--- config.mk ---
export PLATFORM = sky130hd
export DESIGN_NAME = br_predict
export DESIGN_NICKNAME = d
export VERILOG_FILES = /design/src/rtl/br_predict.sv
export SDC_FILE = /design/constraint.sdc
export NUM_CORES = 1
export LEC_CHECK = 0
export BUFFER_PORTS_ARGS = -buffer_cell sky130_fd_sc_hd__buf_2
export CAP_MARGIN = 20
export CORE_MARGIN = 2
export CORE_UTILIZATION = 42
export CTS_CLUSTER_DIAMETER = 80
export CTS_CLUSTER_SIZE = 25
export DETAILED_ROUTE_END_ITERATION = 12
export HOLD_SLACK_MARGIN = 0.08
export PLACE_DENSITY = 0.61
export SETUP_SLACK_MARGIN = 0.05
export SLEW_MARGIN = 20
export SYNTH_ARGS = -nofsm -noshare
export SYNTH_HDL_FRONTEND = slang
export SYNTH_SLANG_ARGS = --single-unit
export TNS_END_PERCENT = 50
--- constraint.sdc ---
create_clock -name clk -period 6.55 [get_ports clk]
set_input_delay 0.655 -clock clk [delete_from_list [all_inputs] [get_ports clk]]
set_output_delay 0.655 -clock clk [all_outputs]
set_load 0.05 [all_outputs]
--- src/rtl/br_predict.sv ---
// Fetch-side branch predictor: 2-bit BHT + tagged BTB, zero-latency prediction from fetch_pc_i.
// Mispredict/redirect registered (1 cycle) from execute resolution; stall_i freezes tables and suppresses the pulse.
module br_predict #(
    parameter int ENTRIES = 16,
    parameter int IDX_W   = 4,
    parameter int TAG_W   = 27
) (
    input  logic        clk,
    input  logic        rst_n,
    input  logic [31:0] fetch_pc_i,
    output logic        pred_taken_o,
    output logic [31:0] pred_target_o,
    input  logic        ex_valid_i,
    input  logic        ex_is_br_i,
    input  logic [31:0] ex_pc_i,
    input  logic        ex_compressed_i,
    input  logic        br_taken_c,
    input  logic [31:0] ex_target_i,
    input  logic        ex_pred_taken_i,
    input  logic [31:0] ex_pred_target_i,
    input  logic        stall_i,
    output logic        mispredict_o,
    output logic [31:0] redirect_pc_o,
    output logic [15:0] mispred_cnt_o
);

    logic [1:0]         ctr        [ENTRIES];
    logic [ENTRIES-1:0] btb_valid;
    logic [TAG_W-1:0]   btb_tag    [ENTRIES];
    logic [31:0]        btb_target [ENTRIES];

    logic [IDX_W-1:0] fetch_idx;
    logic [TAG_W-1:0] fetch_tag;
    logic             fetch_hit;

    assign fetch_idx     = fetch_pc_i[IDX_W:1];
    assign fetch_tag     = fetch_pc_i[31:IDX_W+1];
    assign fetch_hit     = btb_valid[fetch_idx] && (btb_tag[fetch_idx] == fetch_tag);
    assign pred_taken_o  = fetch_hit && ctr[fetch_idx][1];
    assign pred_target_o = pred_taken_o ? btb_target[fetch_idx] : fetch_pc_i + 32'd4;

    logic [IDX_W-1:0] ex_idx;
    logic [TAG_W-1:0] ex_tag;
    logic             ex_hit;
    logic             res;
    logic [31:0]      fallthru;
    logic [31:0]      actual_next;
    logic             wrong;
    logic [1:0]       ctr_cur;
    logic [1:0]       ctr_next;

    assign ex_idx      = ex_pc_i[IDX_W:1];
    assign ex_tag      = ex_pc_i[31:IDX_W+1];
    assign ex_hit      = btb_valid[ex_idx] && (btb_tag[ex_idx] == ex_tag);
    assign res         = ex_valid_i && ex_is_br_i && !stall_i;
    assign fallthru    = ex_pc_i + (ex_compressed_i ? 32'd2 : 32'd4);
    assign actual_next = br_taken_c ? ex_target_i : fallthru;
    assign wrong       = res && (actual_next != ex_pred_target_i);
    assign ctr_cur     = ctr[ex_idx];

    // A taken branch that displaces another entry starts weakly taken rather than inheriting the alias's history.
    always_comb begin
        ctr_next = ctr_cur;
        if (br_taken_c) begin
            if (!ex_hit)
                ctr_next = 2'b10;
            else if (ctr_cur != 2'b11)
                ctr_next = ctr_cur + 2'd1;
        end else if (ctr_cur != 2'b00) begin
            ctr_next = ctr_cur - 2'd1;
        end
    end

    always_ff @(posedge clk or negedge rst_n) begin
        if (!rst_n) begin
            for (int i = 0; i < ENTRIES; i++)
                ctr[i] <= 2'b01;
            btb_valid <= '0;
        end else if (res) begin
            ctr[ex_idx] <= ctr_next;
            if (br_taken_c)
                btb_valid[ex_idx] <= 1'b1;
        end
    end

    // Tag/target need no reset: they are qualified by btb_valid.
    always_ff @(posedge clk) begin
        if (res && br_taken_c) begin
            btb_tag[ex_idx]    <= ex_tag;
            btb_target[ex_idx] <= ex_target_i;
        end
    end

    always_ff @(posedge clk or negedge rst_n) begin
        if (!rst_n) begin
            mispredict_o  <= 1'b0;
            redirect_pc_o <= '0;
            mispred_cnt_o <= '0;
        end else begin
            mispredict_o <= wrong;
            if (wrong) begin
                redirect_pc_o <= actual_next;
                if (mispred_cnt_o != 16'hFFFF)
                    mispred_cnt_o <= mispred_cnt_o + 16'd1;
            end
        end
    end

    logic unused_ok;
    assign unused_ok = ex_pred_taken_i;

endmodule
Word level (Yosys, flattened, before mapping):

Memories as Yosys holds them, arrays and structs flattened.
Index checks and enable logic that the tools add are counted.

* add/sub/neg operators: 5
* $lt $le $gt $ge: 6
* eq/ne operators: 5
* muxes and demuxes: 24
* bitwise operators: 3
* reductions and logical operators: 13

Operators by type and width (number)
* $mux 32: 2
* $eq 27x27->1: 2
* $add 32x3->32: 1
* $add 32x3->32 const B: 1
* $bwmux 32: 1
* $ne 32x32->1: 1
* $mux 2: 9
* $add 16x1->16 const B: 1
* $bmux 2 s4: 2
* $ne 16x16->1 const B: 1
* $or 16x16->16: 1
* $ge 5x5->1 const B: 2
* $lt 4x5->1 const B: 2
* $not 4->5: 2
* $logic_and 1x1->1: 9
* $bmux 1 s4: 2
* $demux 2 s4: 1
* $lt 5x1->1 const B: 1
* $mux 1: 5
* $demux 1 s4: 1
* $ge 4x1->1 const B: 1
* $reduce_and 2->1: 2
* $mux 3: 1
* $add 2x1->2 const B: 1
* 4 further kinds: 4

* register bits: 97
* RAM bits: 944
* bits of input ports: 136
* word-level logic and storage cells: 78
* memories: 2

Memories
* btb_target: depth 16, bits a word 32, rd ports 1, clocked after Yosys merged registers in 0, write ports 1, RTL line 30 `logic [31:0] btb_target [ENTRIES];`
* btb_tag: depth 16, bits a word 27, rd ports 2, clocked after Yosys merged registers in 0, write ports 1, RTL line 29 `logic [TAG_W-1:0] btb_tag [ENTRIES];`

Logic depth before layout (Yosys ltp):

Gate-level depths: netlist (run 1).

* depth in word-level cells: 9
* gate-level depth with buffers: 15
* depth with buffers taken out: 11

Least setup slack after synthesis (run 1):

No wires, ideal clock.

* kind: input port to output port
* start point: input port fetch_pc_i[1]
* end point: output port pred_target_o[13]
* arrival: 4.028 ns
* data required time: 5.895 ns
* setup slack: 1.867 ns
* stages: 14
* cells stage by stage: buf_4 -> buf_4 -> buf_6 -> buf_4 -> mux2_2 -> o22ai_1 -> nor3_1 -> a221oi_1 -> o2111ai_1 -> o22ai_1 -> nand4b_1 -> nor3_4 -> buf_4 -> mux2i_1

* word-level cells in the longest chain between the ends: 6
* elaborated cells on any way between the ends: 13
* those cells by class: add/sub: 1; eq/ne: 1; mux: 6; bitwise: 1; reduce/logical: 2; memory: 2

Ends and longest elaborated chain
* start, declared: RTL line 10 `input logic [31:0] fetch_pc_i,`
* branches (longest 5 deep; another with $mem_v2 16x27)
* $mux 32 *: RTL line 40 `assign pred_target_o = pred_taken_o ? btb_target[fetch_idx] : fetch_pc_i + 32'd4;`
* end, declared: RTL line 12 `output logic [31:0] pred_target_o,`

Every way passes the cells marked *. The select of a mux whose other input is x is not followed.

Worst setup path in the final report (run 1):

* start point: input port fetch_pc_i[1]
* end point: output port pred_target_o[11]

Same word-level chain as after synthesis.

==> results of run 1 <==
==> cell families (layout without fill, tap and decap cells) <==
kind of cell,count (synthesis),count (layout)
other cells,0,12
buf+inv,210,408
flops,1041,1041
fa+ha+maj,5,5
simple gates,386,386
xor+xnor,153,153
mux,553,553
compound gates,274,274
==> layout make-up <==
type                            instances  area, um^2
Antenna cell                           12        30.0
Clock buffer                           75        1430
Clock inverter                         17         241
Fill cell                            9418       60100
Inverter                               33         156
Multi-Input combinational cell       1371       15600
Sequential cell                      1041       30800
Tap cell                             1500        1880
Timing Repair Buffer                  283        1900
==> worst min path at each step <==
stage	from	slack (ns)	cells after the start	endpoint
floorplan	rst_n	0.36	0	btb_valid[0]
global placement	btb_valid[8]	0.47	1	btb_valid[8]
detailed placement	mispred_cnt_o[5]	0.48	1	mispred_cnt_o[5]
CTS	ex_pc_i[0]	0.31	3	redirect_pc_o[0]
global route	ex_pc_i[0]	0.33	3	redirect_pc_o[0]
finish	ex_pc_i[0]	0.34	3	redirect_pc_o[0]
==> registers in the layout (all words and copies together) (netlist names) <==
name           cells
btb_target       512
btb_tag          432
mispred_cnt_o     16
btb_valid         16
mispredict_o       1
ctr               32
redirect_pc_o     32
==> cells in the mapped netlist, types with 32 or more instances <==
cell	n
edfxtp_1	944
clkbuf_1	75
mux2i_1	126
buf_2	55
o21ai_0	83
xnor2_1	93
mux4_2	372
nand2_1	106
nand3_1	46
dfrtp_1	81
a21oi_1	34
a221oi_1	41
nand4_1	38
xor2_1	60
nor2_1	52
mux2_2	32
nor3_1	39
==> per-layer routing <==
metal | routed length (um) | vias to the layer above | track usage
li1 | - | 11100 | -
met2 | 66300 | 1383 | 0.378
met4 | 3110 | 30 | 0.0527
met3 | 14600 | 204 | 0.0588
met5 | 197 | - | 0
met1 | 59500 | 14600 | 0.358
==> worst max-delay path: cells and delay by family <==
family | cells | cell delay [ns]
xor gates and xnor gates | 1 | 0.16
buffers and inverters | 4 | 1.49
muxes | 3 | 1.63
and+or+nand+nor | 2 | 0.44
AOI/OAI and AO/OA | 1 | 0.37
==> where the power goes <==
group | internal [W] | leakage [nW] | switching [W]
clock network | 0.00169 | 0.803 | 0.00219
logic | 0.000568 | 6.50 | 0.00101
registers | 0.00735 | 9.69 | 0.0000893
total | 0.00961 | 17.0 | 0.00329
==> layout by cell type (no fill, tap or decap), types with 19 or more instances in the layout <==
master	n
buf_12	19
nand4_1	38
clkbuf_16	54
nor3_1	39
mux4_2	372
o31ai_1	19
mux2i_1	126
nand3_1	46
o21ai_0	83
mux2_2	32
buf_4	62
dfrtp_1	81
clkbuf_1	21
nand2b_1	22
a221oi_1	41
xnor2_1	93
nor2_1	52
buf_2	196
a21oi_1	34
xor2_1	60
nand2_1	106
mux2_4	20
edfxtp_1	944
==> per-stage QoR <==
step / util / hold WS [ns] / cell area [um^2] / std cells / power, W
finish: 0.464 / 0.343 / 52100 / 4332 / 0.0129
global route: 0.464 / 0.335 / 52100 / 4324 / 0.0133
CTS: 0.464 / 0.309 / 52000 / 4319 / 0.0130
detailed placement: 0.449 / 0.480 / 50300 / 4226 / 0.00916
global placement: 0.449 / 0.467 / 50300 / 4226 / 0.00913
floorplan: - / 0.359 / 47400 / 2622 / 0.00857
==> out/qor.yml, run 1 <==
timing:
  min_period_ns: 5.60
  hold_viol_final: 0
  clock_skew_ns: 0.0267
  relSlewSlack: 0.249
  rsz0062_at_grt: "false"
  fmax_mhz: 178
  finalMaxSlewViolations: 0
  setup_viol: 0
  finalCritPeriodShare: 0.856
  layout_setup_ws_ns: 0.946
  fin_setup_tns_ns: 0
  tightest_slew_ns: 1.13
cts:
  cts_tree: "yes"
  post_cts_buffers: 0
  cts-root-buf: "clkbuf_16"
  numCtsBuffers: 52
  cts_buffer_depth: 3
  cts-resized-gates: 0
  cts_max_level: 2
  cts_sinks: 1041
  clkTransAtPathRegs_ns: 0.09
  worstSkewPairLatency_ns: 0.69
  cts_hold_buffers: 1
grt:
  grt_overflow_total: 0
  grt_max_degree: 93
  grt_pass1_vias: 27000
  grt_pass1_wl_um: 203000
  antenna_found_initial: 27
  grtUsageTotal: 0.246
placement:
  dp_slack_ns: 0.906
  hpwl_um: 91500
  io_buffers: 216
  gp_congestion: 0.928
synth:
  yosysSeqAreaShare: 0.649
  synth_top_area_cell: "edfxtp_1"
  synth_compound_area_frac: 0.0399
  synth_adder_area_share: 0.00148
  synth_area_um2: 47400
  yosys_warnings: 0
  synth.distinct_cells: 80
  synthCells: 2622
  netlist.area_leader.share: 0.598
  synth_nets: 2763
  synthFlopType: "edfxtp_1"
  synth_area_leaders: "edfxtp_1 (60%), mux4_2 (18%), dfrtp_1 (4.3%)"
  synth_edf_count: 944
  synthArstFlopShare: 0.0932
  syn_avg_cell_area_um2: 18.1
  ys_ff_latch: 1041
  synthXorXnorAreaFrac: 0.0283
  synth_simple_gate_area_frac: 0.0422
  muxShareOfSynthArea: 0.218
  synth_top_family_by_area: "multiplexers"
routing:
  ant_nets: 0
  drc: 0
  vias_per_cell: 6.31
  drt-initial-drc-count: 3671
  finalWirelength_um: 144000
  firstDrtPassIters: 5
  wl_per_cell_um: 33.2
  num_vias: 27300
critical_path:
  cp-startpoint: "fetch_pc_i[1]"
  max_stage_delay_ns: 0.58
  critPathArrivalTime_ns: 4.95
  end_kind: "primary output"
  path_class: "input port to primary output"
  r2r.worst_path.cells: 7
  path_cells: "buf_8 > buf_12 > mux4_2 > mux4_2 > xor2_1 > a211oi_1 > nand3_2 > nor3_4 > buf_12 > mux2i_1 > buf_12"
  slowest_stage: "mux4_2"
  timing.rr.start: "btb_tag[15][8]"
  cp-start-kind: "input port"
  reg2reg_to: "ctr[7]"
  required_ns: 5.89
  path_max_fanout: 63
  critPathCapture: "pred_target_o[11]"
  worst_path_most_repeated_cell: "buf_12"
  reg2reg_setup_slack_ns: 3.17
layout:
  drive_gt1_frac: 0.293
  nNetsFinal: 2923
  synthToLayoutAreaGrowth_pct: 9.80
power:
  irDropWorstVdd_v: 0.000210
  p_leak_nw: 17.0
  p_per_area_nw_per_um2: 248
die:
  core_um2: 112000
  die_w_um: 340
  start_util: 0.423
  die_area_um2: 116000
  fp-row-count: 123
  io_pins: 218
  die_h_um: 340
flow_run:
  drv_cap: 0
outcome:
  run_status: "complete, no violations"
worst_hold_path:
  hold_class: "input port to register"
(Power assumes the default switching activity.)
==> run 2: changes to the inputs <==
--- a/config.mk
+++ b/config.mk
@@ -9,6 +9,7 @@
 export CAP_MARGIN = 20
 export CORE_MARGIN = 2
 export CORE_UTILIZATION = 42
+export CTS_BUF_LIST = sky130_fd_sc_hd__clkbuf_4
 export CTS_CLUSTER_DIAMETER = 80
 export CTS_CLUSTER_SIZE = 25
 export DETAILED_ROUTE_END_ITERATION = 12
==> out/qor.yml, run 2 (synthesis results as in run 1) <==
timing:
  clock_skew_ns: 0.0675  # +0.0408 ns
  tightest_slew_ns: 1.14  # +0.0112 ns
  rsz0062_at_grt: "false"
  fmax_mhz: 174  # -2.5%
  fin_setup_tns_ns: 0  # unchanged
  relSlewSlack: 0.242  # -0.00744
  finalCritPeriodShare: 0.878  # +0.0224
  setup_viol: 0  # unchanged
  hold_viol_final: 0  # unchanged
  finalMaxSlewViolations: 0  # unchanged
  min_period_ns: 5.75  # +0.147 ns
routing:
  drc: 0  # unchanged
  firstDrtPassIters: 6  # +1
  finalWirelength_um: 144000  # +0.17%
  num_vias: 27500  # +0.74%
  ant_nets: 0  # unchanged
  vias_per_cell: 6.27  # -0.61%
  wl_per_cell_um: 32.8  # -1.2%
  drt-initial-drc-count: 3552  # -3.2%
cts:
  clkTransAtPathRegs_ns: 0.26  # +0.17 ns
  post_cts_buffers: 0  # unchanged
  cts_buffer_depth: 3  # unchanged
  cts_tree: "yes"
  cts_max_level: 2  # unchanged
  cts-root-buf: "clkbuf_4"
  numCtsBuffers: 52  # unchanged
  cts_sinks: 1041  # unchanged
  worstSkewPairLatency_ns: 1.09  # +0.40 ns
placement:
  dpl.cell_count: 4226  # unchanged
  io_buffers: 216  # unchanged
  hpwl_um: 91500  # unchanged
  placed_area_um2: 50300  # unchanged
  gp_congestion: 0.928  # unchanged
critical_path:
  reg2reg_to: "ctr[7]"
  reg2reg_setup_slack_ns: 3.21  # +0.04 ns
  cp-start-kind: "register"
  r2r.worst_path.cells: 7  # unchanged
  path_max_fanout: 32  # -49%
  cp-startpoint: "btb_tag[15][3]"
  end_kind: "primary output"
  path_class: "register to primary output"
  critPathArrivalTime_ns: 5.10  # +0.15 ns
  required_ns: 5.89  # about the same
  critPathCapture: "pred_target_o[11]"
  timing.rr.start: "btb_tag[15][8]"
layout:
  final_area_um2: 51800  # -0.45%
  layout_commonest_cell: "edfxtp_1"
  largest_reg_flops: 512  # unchanged
  regMostFlops: "btb_target"
  drive_gt1_frac: 0.294  # +0.000529
  n_fill_cell: 9475  # +0.61%
  layout_common_cells: "edfxtp_1 (944), mux4_2 (372), buf_2 (196), mux2i_1 (126), nand2_1 (106)"
  top_regs: "btb_target x512, btb_tag x432"
  fin_cells: 4391  # +1.4%
  synthToLayoutAreaGrowth_pct: 9.30
  nNetsFinal: 2986  # +2.2%
power:
  power_w: 0.0118  # -8.3%
  p_per_area_nw_per_um2: 228  # -7.8%
  p_leak_nw: 16.9  # -0.45%
  irDropWorstVdd_v: 0.000148  # -29%
die:
  start_util: 0.423  # unchanged
  die_area_um2: 116000  # unchanged
  die_w_um: 340  # unchanged
  die_h_um: 340  # unchanged
  io_pins: 218  # unchanged
  core_um2: 112000  # unchanged
  fp-row-count: 123  # unchanged
grt:
  grtUsageMet2: 0.381  # +0.00229
  grt_use_met3: 0.0539  # -0.00492
  grtUsageTotal: 0.247  # +0.000640
  grt_max_degree: 93  # unchanged
  use_met1: 0.359  # +0.000807
  busiest_layer: "met2"
  grt_pass1_vias: 27300  # +0.85%
  grt_pass1_wl_um: 203000  # +0.39%
  grt_overflow_total: 0  # unchanged
  antenna_found_initial: 26  # -3.7%
outcome:
  run_status: "complete, no violations"
worst_hold_path:
  hold_class: "input port to register"
flow_run:
  drv_cap: 0  # unchanged
==> run 2: final cells by class <==
class | instances | area [um^2] | area share
Multi-Input combinational cell | 1371 | 15600 | 0.302
Clock inverter | 18 | 272 | 0.00524
Tap cell | 1500 | 1880 | 0.0362
Clock buffer | 74 | 556 | 0.0107
Antenna cell | 8 | 20.0 | 0.000386
Timing Repair Buffer | 346 | 2520 | 0.0487
Sequential cell | 1041 | 30800 | 0.594
Inverter | 33 | 156 | 0.00302
==> run 2: power breakdown <==
group	leakage (nW)	switching (W)	internal, W
Combinational	6.76	0.00102	0.000593
Sequential	9.69	0.0000896	0.00736
Clock	0.467	0.00205	0.000719
Total	16.9	0.00316	0.00867
==> run 2: worst max-delay path: stages, from the launching register on <==
cell and delay (ns):
edfxtp_1 0.47, mux4_2 0.49, mux4_2 0.53, xnor2_1 0.46
nand4_1 0.16, nor4_1 0.36, o21ai_1 0.22, nor3_4 0.24
buf_12 0.32, mux2i_1 0.53, buf_12 0.21
==> run 2: metal layers <==
layer / routed length (um) / vias up
met5: 196 / -
met4: 3250 / 30
met3: 14600 / 190
met2: 66200 / 1467
met1: 59700 / 14600
li1: - / 11200
==> run 2: timing repair <==
item                                   in CTS  in global routing
hold buffers                               65                  0
gates resized for setup                     0                  0
endpoints found under the hold margin     972                  0
==> run 2: how the worst min path moves through the flow <==
stage                             end        startpoint  cells after the start
floorplan                btb_valid[0]             rst_n                      0
global placement         btb_valid[8]      btb_valid[8]                      1
detailed placement   mispred_cnt_o[5]  mispred_cnt_o[5]                      1
CTS                  redirect_pc_o[1]        ex_pc_i[1]                      4
global route         redirect_pc_o[1]        ex_pc_i[1]                      4
finish              mispred_cnt_o[10]           stall_i                      6
==> run 2: per-stage QoR <==
step / utilization / hold slack, ns / setup slack, ns
2_1_floorplan: - / 0.359 / 1.87
3_3_place_gp: 0.449 / 0.467 / 0.893
3_5_place_dp: 0.449 / 0.480 / 0.906
4_1_cts: 0.462 / 0.0866 / 0.734
5_1_grt: 0.462 / 0.169 / 0.725
6_report: 0.462 / 0.203 / 0.800
